$ cat config.mk
export PLATFORM = sky130hd
export DESIGN_NAME = seg7_update_sequencer
export DESIGN_NICKNAME = d
export VERILOG_FILES = /design/src/rtl/seg7_update_sequencer.sv
export SDC_FILE = /design/constraint.sdc
export NUM_CORES = 1
export LEC_CHECK = 0
export ABC_CLOCK_PERIOD_IN_PS = 5750
export BUFFER_PORTS_ARGS = -buffer_cell sky130_fd_sc_hd__buf_2
export CAP_MARGIN = 10
export CELL_PAD_IN_SITES_DETAIL_PLACEMENT = 0
export CELL_PAD_IN_SITES_GLOBAL_PLACEMENT = 1
export CORE_ASPECT_RATIO = 0.7
export CORE_MARGIN = 5
export CORE_UTILIZATION = 39
export DETAILED_ROUTE_END_ITERATION = 10
export PLACE_DENSITY_LB_ADDON = 0.1
export SETUP_SLACK_MARGIN = 0.3
export SYNTH_ARGS = -nofsm -noshare
export SYNTH_HDL_FRONTEND = slang
export SYNTH_SLANG_ARGS = --single-unit
export TNS_END_PERCENT = 20
$ cat constraint.sdc
create_clock -name clk -period 5.75 [get_ports clk]
set_clock_uncertainty 0.2 [all_clocks]
set_input_delay 0.575 -clock clk [delete_from_list [all_inputs] [get_ports clk]]
set_output_delay 0.575 -clock clk [all_outputs]
set_load 0.1 [all_outputs]
$ cat src/rtl/seg7_update_sequencer.sv
// Bus-master write sequencer for the memory-mapped seven-segment display controller.
// Optional macro SEG7_UPDATE_SKIP_UNCHANGED_EN: skip digits whose value already matches the display.
module seg7_update_sequencer #(
    parameter int                    ADDR_WIDTH    = 32,
    parameter int                    DATA_WIDTH    = 32,
    parameter logic [ADDR_WIDTH-1:0] BASE_ADDR     = 32'hc0001000,
    parameter int                    NUM_7SEGMENTS = 8
) (
    input  logic                       clk,
    input  logic                       n_rst,
    input  logic [4*NUM_7SEGMENTS-1:0] i_value,
    input  logic                       i_valid,
    output logic                       o_ready,
    output logic                       o_req,
    output logic [ADDR_WIDTH-1:0]      o_addr,
    output logic [DATA_WIDTH-1:0]      o_wdata,
    input  logic                       i_ack,
    output logic                       o_busy,
    output logic                       o_done
);

    // state | meaning
    // IDLE  | ready for a new update, no bus request outstanding
    // WRITE | presenting one digit write on the bus, waiting for i_ack
    typedef enum logic {IDLE, WRITE} state_t;

    localparam int N     = NUM_7SEGMENTS;
    localparam int VW    = 4 * N;
    localparam int IDX_W = (N > 1) ? $clog2(N) : 1;

    state_t                 state_q, state_d;
    logic [VW-1:0]          pending_q, pending_d;
    logic [N-1:0]           dirty_q, dirty_d;
    logic [IDX_W-1:0]       idx_q, idx_d;
    logic                   req_q, req_d;
    logic [ADDR_WIDTH-1:0]  addr_q, addr_d;
    logic [DATA_WIDTH-1:0]  wdata_q, wdata_d;
    logic                   done_q, done_d;
    logic [N-1:0]           dirty_new;
    logic [N-1:0]           remaining;
`ifdef SEG7_UPDATE_SKIP_UNCHANGED_EN
    logic [VW-1:0]          shadow_q, shadow_d;
    logic                   shadow_valid_q, shadow_valid_d;
`endif

    function automatic logic [IDX_W-1:0] lowest_set(input logic [N-1:0] mask);
        lowest_set = '0;
        for (int i = N - 1; i >= 0; i--) begin
            if (mask[i]) lowest_set = IDX_W'(i);
        end
    endfunction

    function automatic logic [3:0] nibble_at(input logic [VW-1:0] v, input logic [IDX_W-1:0] idx);
        nibble_at = '0;
        for (int i = 0; i < N; i++) begin
            if (IDX_W'(i) == idx) nibble_at = v[4*i +: 4];
        end
    endfunction

    function automatic logic [ADDR_WIDTH-1:0] addr_of(input logic [IDX_W-1:0] idx);
        logic [ADDR_WIDTH-1:0] off;
        off     = ADDR_WIDTH'(idx) << 2;
        addr_of = BASE_ADDR + off;
    endfunction

`ifdef SEG7_UPDATE_SKIP_UNCHANGED_EN
    always_comb begin
        dirty_new = '0;
        for (int i = 0; i < N; i++) begin
            dirty_new[i] = ~shadow_valid_q | (i_value[4*i +: 4] != shadow_q[4*i +: 4]);
        end
    end
`else
    always_comb begin
        dirty_new = '1;
    end
`endif

    always_comb begin
        remaining = dirty_q;
        for (int i = 0; i < N; i++) begin
            if (IDX_W'(i) == idx_q) remaining[i] = 1'b0;
        end
    end

    always_comb begin
        state_d   = state_q;
        pending_d = pending_q;
        dirty_d   = dirty_q;
        idx_d     = idx_q;
        req_d     = req_q;
        addr_d    = addr_q;
        wdata_d   = wdata_q;
        done_d    = 1'b0;
`ifdef SEG7_UPDATE_SKIP_UNCHANGED_EN
        shadow_d       = shadow_q;
        shadow_valid_d = shadow_valid_q;
`endif
        case (state_q)
            IDLE: begin
                if (i_valid) begin
                    pending_d = i_value;
                    if (dirty_new != '0) begin
                        state_d = WRITE;
                        dirty_d = dirty_new;
                        idx_d   = lowest_set(dirty_new);
                        req_d   = 1'b1;
                        addr_d  = addr_of(idx_d);
                        wdata_d = DATA_WIDTH'(nibble_at(i_value, idx_d));
                    end else begin
                        done_d = 1'b1;
                    end
                end
            end
            WRITE: begin
                if (i_ack) begin
`ifdef SEG7_UPDATE_SKIP_UNCHANGED_EN
                    for (int i = 0; i < N; i++) begin
                        if (IDX_W'(i) == idx_q) shadow_d[4*i +: 4] = pending_q[4*i +: 4];
                    end
`endif
                    dirty_d = remaining;
                    if (remaining != '0) begin
                        idx_d   = lowest_set(remaining);
                        addr_d  = addr_of(idx_d);
                        wdata_d = DATA_WIDTH'(nibble_at(pending_q, idx_d));
                    end else begin
                        state_d = IDLE;
                        req_d   = 1'b0;
                        done_d  = 1'b1;
`ifdef SEG7_UPDATE_SKIP_UNCHANGED_EN
                        shadow_valid_d = 1'b1;
`endif
                    end
                end
            end
            default: state_d = IDLE;
        endcase
    end

    always_ff @(posedge clk) begin
        if (!n_rst) begin
            state_q   <= IDLE;
            pending_q <= '0;
            dirty_q   <= '0;
            idx_q     <= '0;
            req_q     <= 1'b0;
            addr_q    <= '0;
            wdata_q   <= '0;
            done_q    <= 1'b0;
`ifdef SEG7_UPDATE_SKIP_UNCHANGED_EN
            shadow_q       <= '0;
            shadow_valid_q <= 1'b0;
`endif
        end else begin
            state_q   <= state_d;
            pending_q <= pending_d;
            dirty_q   <= dirty_d;
            idx_q     <= idx_d;
            req_q     <= req_d;
            addr_q    <= addr_d;
            wdata_q   <= wdata_d;
            done_q    <= done_d;
`ifdef SEG7_UPDATE_SKIP_UNCHANGED_EN
            shadow_q       <= shadow_d;
            shadow_valid_q <= shadow_valid_d;
`endif
        end
    end

    assign o_ready = (state_q == IDLE);
    assign o_busy  = (state_q == WRITE);
    assign o_req   = req_q;
    assign o_addr  = addr_q;
    assign o_wdata = wdata_q;
    assign o_done  = done_q;

endmodule

[After elaboration in Yosys (flattened, before gate mapping)]
Cells that the tools add are included.
Word-level totals
  output and inout port bits: 68
  register bits after elaboration: 110
Cells by class
  reduce and logical (&&, ||, !) cells: 8
  $add $sub $neg: 2
  bitwise logic cells: 1
  equal/unequal tests: 25
  mux-type cells: 63
Operators by type and width (number)
  two-way mux 32 bit: 6
  case mux 32 bit (2 select lines): 2
  adder 31 x 6 -> 32 bit (first input constant): 2
  two-way mux 4 bit: 16
  two-way mux 3 bit: 16
  == test 3 bit (first input constant): 12
  == test 2 x 3 -> 1 bit (first input constant): 6
  two-way mux 1 bit: 16
  two-way mux 8 bit: 2
  case mux 8 bit (2 select lines): 1
  == test 1 x 3 -> 1 bit (first input constant): 3
  logical NOT 3 bit: 3
  nonzero test 8 bit: 1
  != test 2 bit (second input constant): 3
  case mux 1 bit (2 select lines): 3
  case mux 3 bit (2 select lines): 1
  AND reduction 3 bit: 2
  AND reduction 2 bit: 2
  != test 2 x 1 -> 1 bit (second input constant): 1
  inverter 1 bit: 1

[Longest topological paths before layout]
  word-level depth: 25
  gate-level depth with buffers: 9

[Worst setup path after synthesis]
Ideal clock, no wire load.
  path type: reg2reg
  from: register state_q (netlist: o_busy)
  to: register pending_q[2]
  setup time: 0.076 ns
  data arrival time: 2.881 ns
  slack: 2.593 ns
  clock period less this slack: 3.157 ns
  cell stages (with the launch flop): 8
  buffers on the path: 3
  cells stage by stage: dfxtp_1 > clkbuf_1 > inv_1 > nand2_1 > clkbuf_1 > clkbuf_1 > nand2_1 > a21boi_0
Between the ends
  longest elaborated chain between the ends: 2
RTL lines
  start, declared: line 31  | state_t state_q, state_d;
  start signal, assigned: line 156  | state_q <= state_d;
  inverter 1 bit (no source line)
  via o_ready: line 13  | output logic o_ready,
  AND reduction 2 bit (no source line)
  end signal, assigned: line 157  | pending_q <= pending_d;
  end, declared: line 32  | logic [VW-1:0] pending_q, pending_d;
The timed path passes the listed nets, and every way through them passes these cells.
A chain may end at the register's enable or synchronous reset.

[Final worst setup path]
  from: register idx_q[1]
  to: register wdata_q[3] (netlist: o_wdata[3])
Between the ends
  longest elaborated chain between the ends: 25
  elaborated cells between the ends (all ways): 49
RTL lines
  start, declared: line 34  | logic [IDX_W-1:0] idx_q, idx_d;
  start signal, assigned: line 159  | idx_q <= idx_d;
  == test 3 bit: line 82  | if (IDX_W'(i) == idx_q) remaining[i] = 1'b0;
  two-way mux 1 bit: line 82
  two-way mux 3 bit (8 in series): line 49  | if (mask[i]) lowest_set = IDX_W'(i);
  two-way mux 3 bit: line 123  | if (remaining != '0) begin
  two-way mux 3 bit: line 116  | if (i_ack) begin
  two-way mux 3 bit: line 99  | case (state_q)
  logical NOT 3 bit: line 56  | if (IDX_W'(i) == idx) nibble_at = v[4*i +: 4];
  two-way mux 4 bit (8 in series): line 56
  two-way mux 32 bit: line 123
  two-way mux 32 bit: line 116
  case mux 32 bit (2 select lines): line 99
  end signal, assigned: line 162  | wdata_q <= wdata_d;
  end, declared: line 37  | logic [DATA_WIDTH-1:0] wdata_q, wdata_d;
Parallel ways exist; a longest one is shown, timed or not. The select of a mux whose other input is x is not followed.

==> results.cfg <==
[status]
outcome = finished, final reports clean

[timing]
worstMarginPinSlew_ns = 0.771
timing.fmax_mhz = 340
rsz0062_at_grt = false
fin_ws_ns = 2.81
final_hold_viol_count = 0
tns_ns = 0
drv_slew = 0
holdWs_ns = 0.263
setup_viol = 0
finalCritPeriodShare = 0.511
relSlewSlack = 0.486
min_period_ns = 2.94

[setup_path]
cp_slowest_stage_delay_ns = 0.59
path_buf_inv = 0
cp.required_ns = 5.72
startpoint = idx_q[1]
crit_fanout = 14
cp-end-kind = flip-flop
path_class = reg -> reg
crit_slowest_cell = dfxtp_1
crit_arrival_ns = 2.91
reg2reg_from = idx_q[1]
crit_family = simple AND/OR/NAND/NOR gates
worstPathCellList = nand2b_1 -> o21ai_0 -> nand4_1 -> nand2_1 -> mux2_2 -> a221oi_2 -> a211oi_2
start_kind = flip-flop

[global_route]
track_usage = 0.161
grt_max_degree = 53
grt_pass1_vias = 2342
globalRouteMet3Util = 0.0346
use_met2 = 0.219
grt_pass1_wl_um = 12600
antenna_found_initial = 0
met1_usage = 0.259
overflow = 0
top_usage_layer = met1

[drt]
routed_wl_um = 8050
first_iter_violations = 131
dr_total_vias = 2566
ant_nets = 0
dr.pass1.iters = 4
routed_via_density = 4.93
post_drt_wl_per_cell_um = 15.5
drc = 0

[floorplanning]
coreArea_um2 = 7800
dieArea_um2 = 9870
dieWidth_um = 117
ios = 104
rows = 27
die_y_um = 84.6
start_util = 0.398

[clocking]
cts_tree = done
postCtsSetupBuffers = 0
clk_latency_ns = 0.29
cts_root_buffer = clkbuf_16
cts_sinks = 51
cts_hold_buffers = 0
path_clk_slew_ns = 0.07
cts_resized = 0
cts_made_buffers = 5
cts_max_level = 2
clockBufferDepth = 2

[place]
numPortBuffers = 49
dpl.hpwl_um = 6110
post-place-cells = 512
dp_slack_ns = 2.86
gp_congestion = 0.824

[layout]
num_antenna_cells = 0
multiInputGateArea_um2 = 1750
fill_cells = 819
area.growth.synth_to_final_pct = 7.26
final_net_count = 454
instances_no_fill = 520
drive_gt1_frac = 0.205
regArea_um2 = 1020

[synth]
async_flop_share = 0
synthFlopType = dfxtp_1
syn_area_um2 = 3100
synth_edf_count = 0
synth_top_area_frac = 0.329
synth.area.top_cells = dfxtp_1, buf_4, a21boi_0, nand2_1, o21ai_0
yosysTopAreaCell = dfxtp_1
yosysWarningCount = 0
yosysMostFrequentCell = nand2_1
ys_types = 60
syn_inst = 381
synth_common_cells = nand2_1, buf_4, dfxtp_1
syn_avg_cell_area_um2 = 8.15
yosysSeqAreaShare = 0.329
ys_ff_latch = 51

[hold_path]
worstHoldStart = pending_q[8]
hp-class = reg -> reg

[pwr]
p_per_area_nw_per_um2 = 334
p_leak_nw = 1.38
peakVddDrop_mv = 0.143

[job]
maxCapViolations = 0
[cell usage in the layout, fill, tap and decap left out, types with 3 or more instances in the layout]
cell type	instances
a22oi_1	3
a21oi_1	10
nand2_1	79
o22ai_1	3
o21ai_0	19
clkbuf_16	5
conb_1	54
inv_1	5
nand3_1	3
nand4b_1	3
a31oi_1	4
dfxtp_1	51
a21boi_0	41
buf_2	49
nor2_1	16
mux2_2	7
nor2b_1	4
o311a_1	3
[cells by family after synthesis]
kind of cell / synth area share
and+or+nand+nor: 0.187
AOI/OAI and AO/OA: 0.277
buffers and inverters: 0.171
DFF: 0.329
muxes: 0.0355
other: 0.00121
[flip-flops by register name, summed over array words and instances (netlist names)]
| name | flops |
|---|---|
| pending_q | 32 |
| o_busy | 1 |
| idx_q | 2 |
| o_done | 1 |
| o_addr | 2 |
| dirty_q | 8 |
| o_req | 1 |
| o_wdata | 4 |
[area by class of cell]
class	count	area share
multi-input combinational	303	0.527
inverter	6	0.00676
clock buffer	5	0.0376
clock inverter	3	0.00601
sequential	51	0.307
timing repair buffer	51	0.0782
tap	101	0.0380
[through the flow]
step | total power (W) | utilization | area (µm²)
after detailed placement | 0.000825 | 0.408 | 3180
after global routing | 0.00116 | 0.427 | 3330
after global placement | 0.000824 | 0.408 | 3180
after CTS | 0.00112 | 0.427 | 3330
final | 0.00111 | 0.427 | 3330
after floorplan | 0.000792 | - | 3300
[final timing paths]
kind,endpoint,slack [ns],depth (start not counted)
min,pending_q[8],0.26,2
max reg2reg,o_wdata[3],2.81,7
max,o_wdata[3],2.81,7
min reg2reg,pending_q[8],0.26,2
[metal layers]
layer | up-vias | part of all wire
met5 | - | 0
met4 | 0 | 0.0034
met3 | 2 | 0.075
met2 | 81 | 0.39
met1 | 1189 | 0.53
li1 | 1294 | -
[worst min-delay path, cell delays in order (launching register included)]
cell and delay [ns]:
dfxtp_1 0.31, nand2_1 0.04, a21boi_0 0.06
[report_power, final]
| part | total (W) | switching [W] | internal, W | leakage, nW |
|---|---|---|---|---|
| registers | 0.000405 | 0.0000267 | 0.000378 | 0.420 |
| clock network | 0.000292 | 0.000132 | 0.000161 | 0.0658 |
| logic | 0.000414 | 0.000329 | 0.0000850 | 0.892 |
No activity file was read; power rests on OpenSTA's default activity.
